File: config.mk
export PLATFORM = sky130hd
export DESIGN_NAME = hilo_mdu_ctrl
export DESIGN_NICKNAME = d
export VERILOG_FILES = /design/src/rtl/hilo_mdu_ctrl.sv
export SDC_FILE = /design/constraint.sdc
export NUM_CORES = 2
export LEC_CHECK = 0
export ABC_AREA = 0
export BUFFER_PORTS_ARGS = -buffer_cell sky130_fd_sc_hd__buf_2
export CAP_MARGIN = 20
export CORE_ASPECT_RATIO = 1.75
export CORE_MARGIN = 2
export CORE_UTILIZATION = 60
export CTS_CLUSTER_DIAMETER = 60
export DETAILED_ROUTE_END_ITERATION = 10
export PLACE_DENSITY = 0.8
export SETUP_SLACK_MARGIN = 0.05
export SLEW_MARGIN = 20
export SYNTH_ARGS = -nofsm -noshare
export SYNTH_HDL_FRONTEND = slang
export SYNTH_SLANG_ARGS = --single-unit
File: constraint.sdc
create_clock -name clk -period 13.6 [get_ports clk]
set_input_delay 1.36 -clock clk [delete_from_list [all_inputs] [get_ports clk]]
set_output_delay 1.36 -clock clk [all_outputs]
set_load 0.005 [all_outputs]
File: src/rtl/hilo_mdu_ctrl.sv
// rtl/hilo_mdu_ctrl.sv - HI/LO multiply/divide sequencer (optional MADD/MSUB via HILO_MADD_EN)
module hilo_mdu_ctrl #(
    parameter int MUL_CYCLES = 2
) (
    input  logic        clk,
    input  logic        rst,
    input  logic        op_valid,
    output logic        op_ready,
    input  logic [3:0]  op_code,
    input  logic [31:0] op_a,
    input  logic [31:0] op_b,
    input  logic        flush,
    input  logic [31:0] hi_cur,
    input  logic [31:0] lo_cur,
    output logic        hi_we,
    output logic [31:0] hi_wdata,
    output logic        lo_we,
    output logic [31:0] lo_wdata,
    output logic        busy,
    output logic        stall_req
);

    typedef enum logic [1:0] {S_IDLE, S_MUL, S_DIV, S_WB} state_t;

    localparam logic [1:0] ACC_NONE = 2'd0;
    localparam logic [1:0] ACC_ADD  = 2'd1;
    localparam logic [1:0] ACC_SUB  = 2'd2;
    localparam logic [5:0] MUL_LAST = 6'(MUL_CYCLES - 2);

    state_t      state;
    logic [5:0]  cnt;
    logic [31:0] a_q;
    logic [31:0] b_q;
    logic        sgn_q;
    logic [1:0]  acc_mode_q;
    logic [63:0] acc_q;
    logic [31:0] rem_q;
    logic [31:0] quo_q;
    logic [31:0] dvs_q;
    logic        neg_q_q;
    logic        neg_r_q;
    logic        dz_q;
    logic        hi_we_q;
    logic        lo_we_q;
    logic [31:0] hi_wdata_q;
    logic [31:0] lo_wdata_q;

    logic        dec_mul;
    logic        dec_div;
    logic        dec_mthi;
    logic        dec_mtlo;
    logic        dec_sgn;
    logic [1:0]  dec_acc;

    // Decode the presented op code into operation class and signedness
    always_comb begin
        dec_mul  = 1'b0;
        dec_div  = 1'b0;
        dec_mthi = 1'b0;
        dec_mtlo = 1'b0;
        dec_sgn  = 1'b0;
        dec_acc  = ACC_NONE;
        case (op_code)
            4'b0000: begin dec_mul = 1'b1; dec_sgn = 1'b1; end
            4'b0001: dec_mul = 1'b1;
            4'b0010: begin dec_div = 1'b1; dec_sgn = 1'b1; end
            4'b0011: dec_div = 1'b1;
            4'b0100: dec_mthi = 1'b1;
            4'b0101: dec_mtlo = 1'b1;
`ifdef HILO_MADD_EN
            4'b0110: begin dec_mul = 1'b1; dec_sgn = 1'b1; dec_acc = ACC_ADD; end
            4'b0111: begin dec_mul = 1'b1; dec_acc = ACC_ADD; end
            4'b1000: begin dec_mul = 1'b1; dec_sgn = 1'b1; dec_acc = ACC_SUB; end
            4'b1001: begin dec_mul = 1'b1; dec_acc = ACC_SUB; end
`endif
            default: ;
        endcase
    end

    logic        accept;
    logic [31:0] src_a;
    logic [31:0] src_b;
    logic        src_sgn;
    logic [1:0]  src_acc_mode;
    logic [63:0] src_acc;
    logic [63:0] prod;
    logic [63:0] mac_result;

    assign accept = op_valid && op_ready && !flush;

    // Multiply path reads live operands on the accept cycle (single-cycle latency) and latched ones afterwards
    always_comb begin
        src_a        = (state == S_IDLE) ? op_a : a_q;
        src_b        = (state == S_IDLE) ? op_b : b_q;
        src_sgn      = (state == S_IDLE) ? dec_sgn : sgn_q;
        src_acc_mode = (state == S_IDLE) ? dec_acc : acc_mode_q;
        src_acc      = (state == S_IDLE) ? {hi_cur, lo_cur} : acc_q;
        prod = {{32{src_sgn & src_a[31]}}, src_a} * {{32{src_sgn & src_b[31]}}, src_b};
        case (src_acc_mode)
            ACC_ADD: mac_result = src_acc + prod;
            ACC_SUB: mac_result = src_acc - prod;
            default: mac_result = prod;
        endcase
    end

    logic [32:0] r_sh;
    logic [32:0] r_diff;
    logic        fits;
    logic [31:0] r_nx;
    logic [31:0] q_nx;
    logic [31:0] q_fix;
    logic [31:0] r_fix;
    logic [31:0] a_mag;
    logic [31:0] b_mag;

    // One restoring-divide step on magnitudes plus final sign fix-up
    always_comb begin
        r_sh   = {rem_q, quo_q[31]};
        r_diff = r_sh - {1'b0, dvs_q};
        fits   = ~r_diff[32];
        r_nx   = fits ? r_diff[31:0] : r_sh[31:0];
        q_nx   = {quo_q[30:0], fits};
        q_fix  = neg_q_q ? (32'd0 - q_nx) : q_nx;
        r_fix  = neg_r_q ? (32'd0 - r_nx) : r_nx;
        a_mag  = (dec_sgn && op_a[31]) ? (32'd0 - op_a) : op_a;
        b_mag  = (dec_sgn && op_b[31]) ? (32'd0 - op_b) : op_b;
    end

    // Sequencer: accept, iterate, write back; flush abandons the op without a write
    always_ff @(posedge clk) begin
        if (!rst) begin
            state      <= S_IDLE;
            cnt        <= 6'd0;
            a_q        <= 32'd0;
            b_q        <= 32'd0;
            sgn_q      <= 1'b0;
            acc_mode_q <= ACC_NONE;
            acc_q      <= 64'd0;
            rem_q      <= 32'd0;
            quo_q      <= 32'd0;
            dvs_q      <= 32'd0;
            neg_q_q    <= 1'b0;
            neg_r_q    <= 1'b0;
            dz_q       <= 1'b0;
            hi_we_q    <= 1'b0;
            lo_we_q    <= 1'b0;
            hi_wdata_q <= 32'd0;
            lo_wdata_q <= 32'd0;
        end else begin
            hi_we_q <= 1'b0;
            lo_we_q <= 1'b0;
            case (state)
                S_IDLE: begin
                    if (accept) begin
                        a_q        <= op_a;
                        b_q        <= op_b;
                        sgn_q      <= dec_sgn;
                        acc_mode_q <= dec_acc;
                        acc_q      <= {hi_cur, lo_cur};
                        cnt        <= 6'd0;
                        if (dec_mul) begin
                            if (MUL_CYCLES == 1) begin
                                state      <= S_WB;
                                hi_we_q    <= 1'b1;
                                lo_we_q    <= 1'b1;
                                hi_wdata_q <= mac_result[63:32];
                                lo_wdata_q <= mac_result[31:0];
                            end else begin
                                state <= S_MUL;
                            end
                        end else if (dec_div) begin
                            state   <= S_DIV;
                            rem_q   <= 32'd0;
                            quo_q   <= a_mag;
                            dvs_q   <= b_mag;
                            neg_q_q <= dec_sgn & (op_a[31] ^ op_b[31]);
                            neg_r_q <= dec_sgn & op_a[31];
                            dz_q    <= (op_b == 32'd0);
                        end else begin
                            state <= S_WB;
                            if (dec_mthi) begin
                                hi_we_q    <= 1'b1;
                                hi_wdata_q <= op_a;
                            end
                            if (dec_mtlo) begin
                                lo_we_q    <= 1'b1;
                                lo_wdata_q <= op_a;
                            end
                        end
                    end
                end
                S_MUL: begin
                    if (flush) begin
                        state <= S_IDLE;
                    end else if (cnt == MUL_LAST) begin
                        state      <= S_WB;
                        hi_we_q    <= 1'b1;
                        lo_we_q    <= 1'b1;
                        hi_wdata_q <= mac_result[63:32];
                        lo_wdata_q <= mac_result[31:0];
                    end else begin
                        cnt <= cnt + 6'd1;
                    end
                end
                S_DIV: begin
                    if (flush) begin
                        state <= S_IDLE;
                    end else begin
                        rem_q <= r_nx;
                        quo_q <= q_nx;
                        cnt   <= cnt + 6'd1;
                        if (cnt == 6'd31) begin
                            state      <= S_WB;
                            hi_we_q    <= 1'b1;
                            lo_we_q    <= 1'b1;
                            hi_wdata_q <= dz_q ? a_q : r_fix;
                            lo_wdata_q <= dz_q ? 32'hFFFF_FFFF : q_fix;
                        end
                    end
                end
                default: begin
                    state <= S_IDLE;
                end
            endcase
        end
    end

    // A flush or reset landing on the write cycle must still kill the pulse
    assign hi_we     = hi_we_q & ~flush & rst;
    assign lo_we     = lo_we_q & ~flush & rst;
    assign hi_wdata  = hi_wdata_q;
    assign lo_wdata  = lo_wdata_q;
    assign busy      = (state != S_IDLE);
    assign op_ready  = (state == S_IDLE) && rst;
    assign stall_req = busy | (op_valid & ~op_ready);

endmodule

After elaboration in Yosys (flattened, before gate mapping)
Index checks and enable logic that the tools add are counted.

operators by class
  add/sub/neg operators = 6
  multiply operators = 1
  equal/unequal tests = 21
  muxes and demuxes = 70
  bitwise logic cells = 15
  reduce and logical (&&, ||, !) cells = 23

operators by type and width
  operator               number
  $mux 32                33
  $pmux 32 s3            2
  $pmux 32 s2            2
  $sub 1x32->32 const A  4
  $mul 33x33->64         1
  $sub 33x32->33         1
  $logic_not 32->1       1
  $mux 6                 4
  $ne 2x2->1 const B     11
  $mux 1                 19
  $pmux 6 s3             1
  $reduce_and 9->1       2
  $mux 2                 6
  $reduce_and 5->1       2
  $and 1x1->1            9
  $eq 4x2->1 const B     2
  $eq 4x3->1 const B     2
  $add 6x1->6 const B    1
  $eq 6x5->1 const B     1
  $logic_not 6->1        1
  $ne 3x3->1 const B     2
  $pmux 1 s3             2
  $pmux 2 s3             1
  $reduce_or 2->1        3
  15 further kinds       23

storage, ports and cells
  register bits = 238
  input bits = 136
  output and inout port bits = 69
  logic and storage cells = 151

Longest topological paths before layout
  word-level depth = 9
  mapped depth = 38
  gate-level depth less buffers = 33

Worst setup path before layout
OpenSTA, ideal clock, no wires.

  path kind = input -> register
  start = in op_code[0]
  end = reg hi_wdata_q[28] (netlist: hi_wdata[28])
  setup time = 70 ps
  data arrival time = 9781 ps
  setup slack = 3749 ps
  stages on the path = 33
  cell sequence = nor3_1 -> mux2i_1 -> nor2_1 -> clkbuf_1 -> nand2_1 -> inv_1 -> fa_1 -> inv_1 -> fa_1 -> inv_1 -> fa_1 -> fa_1 -> inv_1 -> fa_1 -> inv_1 -> fa_1 -> inv_1 -> fa_1 -> fa_1 -> inv_1 -> ha_1 -> clkbuf_1 -> nand3_1 -> nor2_1 -> a31oi_1 -> nand3_1 -> o211ai_1 -> a21oi_1 -> or4_1 -> nand3_1 -> mux2_2 -> o311a_1 -> a21oi_1

on the way
  word-level cells in the longest chain between the ends = 9

RTL lines
  element                                               line  RTL
  start, declared                                       9     input logic [3:0] op_code,
  $eq 4x2->1 / $logic_not 4->1 (equally long branches)  63    case (op_code)
  $reduce_or 2->1 (no line)                             --
  $mux 1                                                63
  $mux 1                                                95    src_sgn = (state == S_IDLE) ? dec_sgn : sgn_q;
  $and 1x1->1                                           98    prod = {{32{src_sgn & src_a[31]}}, src_a} * {{32{src_sgn & src_b[31]}}, src_b};
  $mul 33x33->64                                        98
  $mux 32                                               195   end else if (cnt == MUL_LAST) begin
  $mux 32                                               193   if (flush) begin
  $pmux 32 s3                                           152   case (state)
  end signal, assigned                                  166   hi_wdata_q <= mac_result[63:32];
  end signal, assigned                                  199   hi_wdata_q <= mac_result[63:32];
  end signal, assigned                                  216   hi_wdata_q <= dz_q ? a_q : r_fix;
  end, declared                                         45    logic [31:0] hi_wdata_q;

Several ways; a longest one is shown, not always the timed one. The select of a mux whose other input is x is not followed.
A chain may end at the register's enable or synchronous reset.

Final worst setup path
  start = in op_code[0]
  end = reg hi_wdata_q[24] (netlist: hi_wdata[24])

The elaborated chain is that of the path after synthesis.

==> impl_metrics.toml <==
[setup_path]
worstPathMaxFanout = 16
cpPeakStageDelay_ns = 1.03
path_class = "primary input to register"
arrival_ns = 11.74
worst_r2r_path_depth = 28
crit_top_cell = "fa_1"
cp-start-kind = "primary input"
cpMaxStageDelayCell = "fa_1"
r2r-end = "hi_wdata[24]"
cp-end-kind = "register"
r2r-start = "state[0]"
cp.required_ns = 14.10
r2r_setup_slack_ns = 2.40

[logic_synthesis]
post-synth-top-area-fraction_pct = 42.1
syn_nets = 7888
synth.top_cells.by_area = "fa_1 42%, dfxtp_1 8.9%, inv_1 8.4%"
yosys.cell_types.count = 91
synth_edf_count = 0
ys_warn_count = 0
synth_seq_cells = 238
synthCells = 6372
synth.cell_area_um2 = 53500
synth_common_cells = "1200 x inv_1, 1126 x fa_1, 1123 x nand2_1"
seq_area_frac_synth_pct = 8.91
syn_area_per_cell_um2 = 8.40
synth.most_common_cell = "inv_1"
synth_largest_area_cell = "fa_1"
synth-main-ff-cell = "dfxtp_1"
async_flop_share_pct = 0

[route]
drc = 0
num_vias = 47315
wl_um = 209000
vias_per_cell = 6.31
drt_iter0_drc = 4732
wl_per_cell_um = 27.8
ant_nets = 0
drtPass1Iterations = 8

[clock_tree]
cts-root-buf = "clkbuf_16"
cts_tree = "built"
cts.repair.resized = 0
clock_sinks = 238
htree_levels = 1
cts_setup_buffers = 0
path_clk_slew_ns = 0.08
cts_buffers = 22
cts_buffer_depth = 3
clock_latency_ns = 0.59
postCtsHoldBufs = 0

[finish]
layout.nets = 7816
drive_gt1_share_pct = 6.98
fill_cells = 7549
area_growth_pct = 5.11

[worst_hold_path]
min_to = "b_q[16]"
hp-class = "register to register"
worstHoldStart = "b_q[16]"
hold_path_depth = 2

[timing]
hold_viol = 0
worst_pin_slew_ns = 1.29
slew_headroom_pct = 12.6
min_period_ns = 11.24
clock-skew-final_ns = 0.0262
setup_viol = 0
rsz0062_at_grt = "false"
fmax_ghz = 0.0890
fin_crit_sh_pct = 82.6
fin_setup_tns_ns = 0
drv_slew = 0

[outcome]
status = "completed"

[placement]
gp_congestion = 1.04
io_buffers = 140
hpwl_um = 163000

[grt]
grt_max_degree = 128
grt.total_usage_pct = 46.7
grt_pass1_wl_um = 310000
grt_overflow_total = 0
antenna_found_initial = 20
grt_pass1_vias = 50477

[floorplan]
io_pins = 205
rows = 144
die_area_um2 = 91700
die_x_um = 230
die_h_um = 399
start_util_pct = 60.6
core_um2 = 88300

[job]
max-cap-violations = 0
cells by family (layout without fill, tap and decap cells):
kind of cell    count (synthesis)  after routing  synth area share [%]
compound gates                855            855                  10.4
fa+ha+maj                    1380           1380                  48.1
simple gates                 1998           1998                  15.5
buf+inv                      1551           1495                  10.9
xor+xnor                      212            212                  3.47
flops                         238            238                  8.91
other cells                     0             11                     0
mux                           138            138                  2.77
metrics by stage:
stage	setup WS, ns	area, um2	util, %	hold slack [ns]	instances
6_report	2.36	56200	63.7	0.458	7495
5_1_grt	1.97	56200	63.7	0.477	7488
4_1_cts	2.54	56200	63.6	0.461	7483
3_5_place_dp	1.93	55400	62.7	0.450	7443
3_3_place_gp	2.04	55400	62.7	0.439	7443
2_1_floorplan	3.75	53500	-	0.433	6372
sequential cells by signal, indices dropped and copies added (netlist names):
register	count
sgn_q	1
rem_q	32
cnt	6
hi_wdata	32
dvs_q	32
dz_q	1
neg_r_q	1
quo_q	32
hi_we_q	1
state	2
a_q	32
neg_q_q	1
lo_we_q	1
b_q	32
lo_wdata	32
worst max-delay path by stage:
stage | depth (start not counted) | start | endpoint | slack [ns]
detailed placement | 31 | op_code[0] | hi_wdata[24] | 1.93
finish | 31 | op_code[0] | hi_wdata[24] | 2.36
CTS | 31 | op_code[0] | hi_wdata[24] | 2.54
floorplan | 33 | op_code[0] | hi_wdata[28] | 3.75
global placement | 31 | op_code[0] | hi_wdata[24] | 2.04
global route | 31 | op_code[0] | hi_wdata[24] | 1.97
placed cells by master, fill, tap and decap left out, types with 23 or more instances in the layout:
cell,n
a31oi_1,25
mux2i_1,33
o31ai_1,41
buf_2,139
ha_1,251
inv_1,1199
nor2_1,546
xnor2_1,141
mux2_2,71
mux2i_2,24
a21o_1,50
and3_1,28
a211oi_1,42
xor2_1,69
fa_1,1126
clkbuf_16,23
o21ai_0,222
buf_4,111
o211ai_1,24
and2_1,51
nand2b_1,25
nand3_1,54
nand2_1,1123
nor3_1,43
dfxtp_1,238
a221oi_1,38
or3_1,33
a21oi_1,232
routing by layer:
metal / up-vias / part of all wire [%] / GRT usage [%]
li1: 19499 / - / -
met1: 23374 / 30 / 47.6
met2: 3132 / 46 / 75.3
met3: 1294 / 10 / 12.1
met4: 16 / 14 / 49.2
met5: - / 0.050 / 0
layout make-up:
| type | count | area (um2) | area share, % |
|---|---|---|---|
| flip-flops and latches | 238 | 4760 | 8.47 |
| clock buffers | 24 | 589 | 1.05 |
| well taps | 1168 | 1460 | 2.60 |
| multi-input cells | 4583 | 43100 | 76.7 |
| diodes | 11 | 27.5 | 0.0489 |
| clock inverters | 16 | 176 | 0.314 |
| inverters | 1203 | 4520 | 8.03 |
| repair buffers | 252 | 1550 | 2.76 |
critical path: cells and delay by family:
| kind | cells | cell delay (ns) |
|---|---|---|
| buffers and inverters | 9 | 1.88 |
| XOR/XNOR | 1 | 0.39 |
| adder cells (fa/ha/maj) | 9 | 4.97 |
| AO/OA/AOI/OAI | 4 | 1.03 |
| multiplexers | 1 | 0.13 |
| AND/OR/NAND/NOR | 7 | 1.94 |
Power is left out: the tool's default activity adds up to more than one toggle a clock period on the data nets, which glitch-free logic cannot reach.
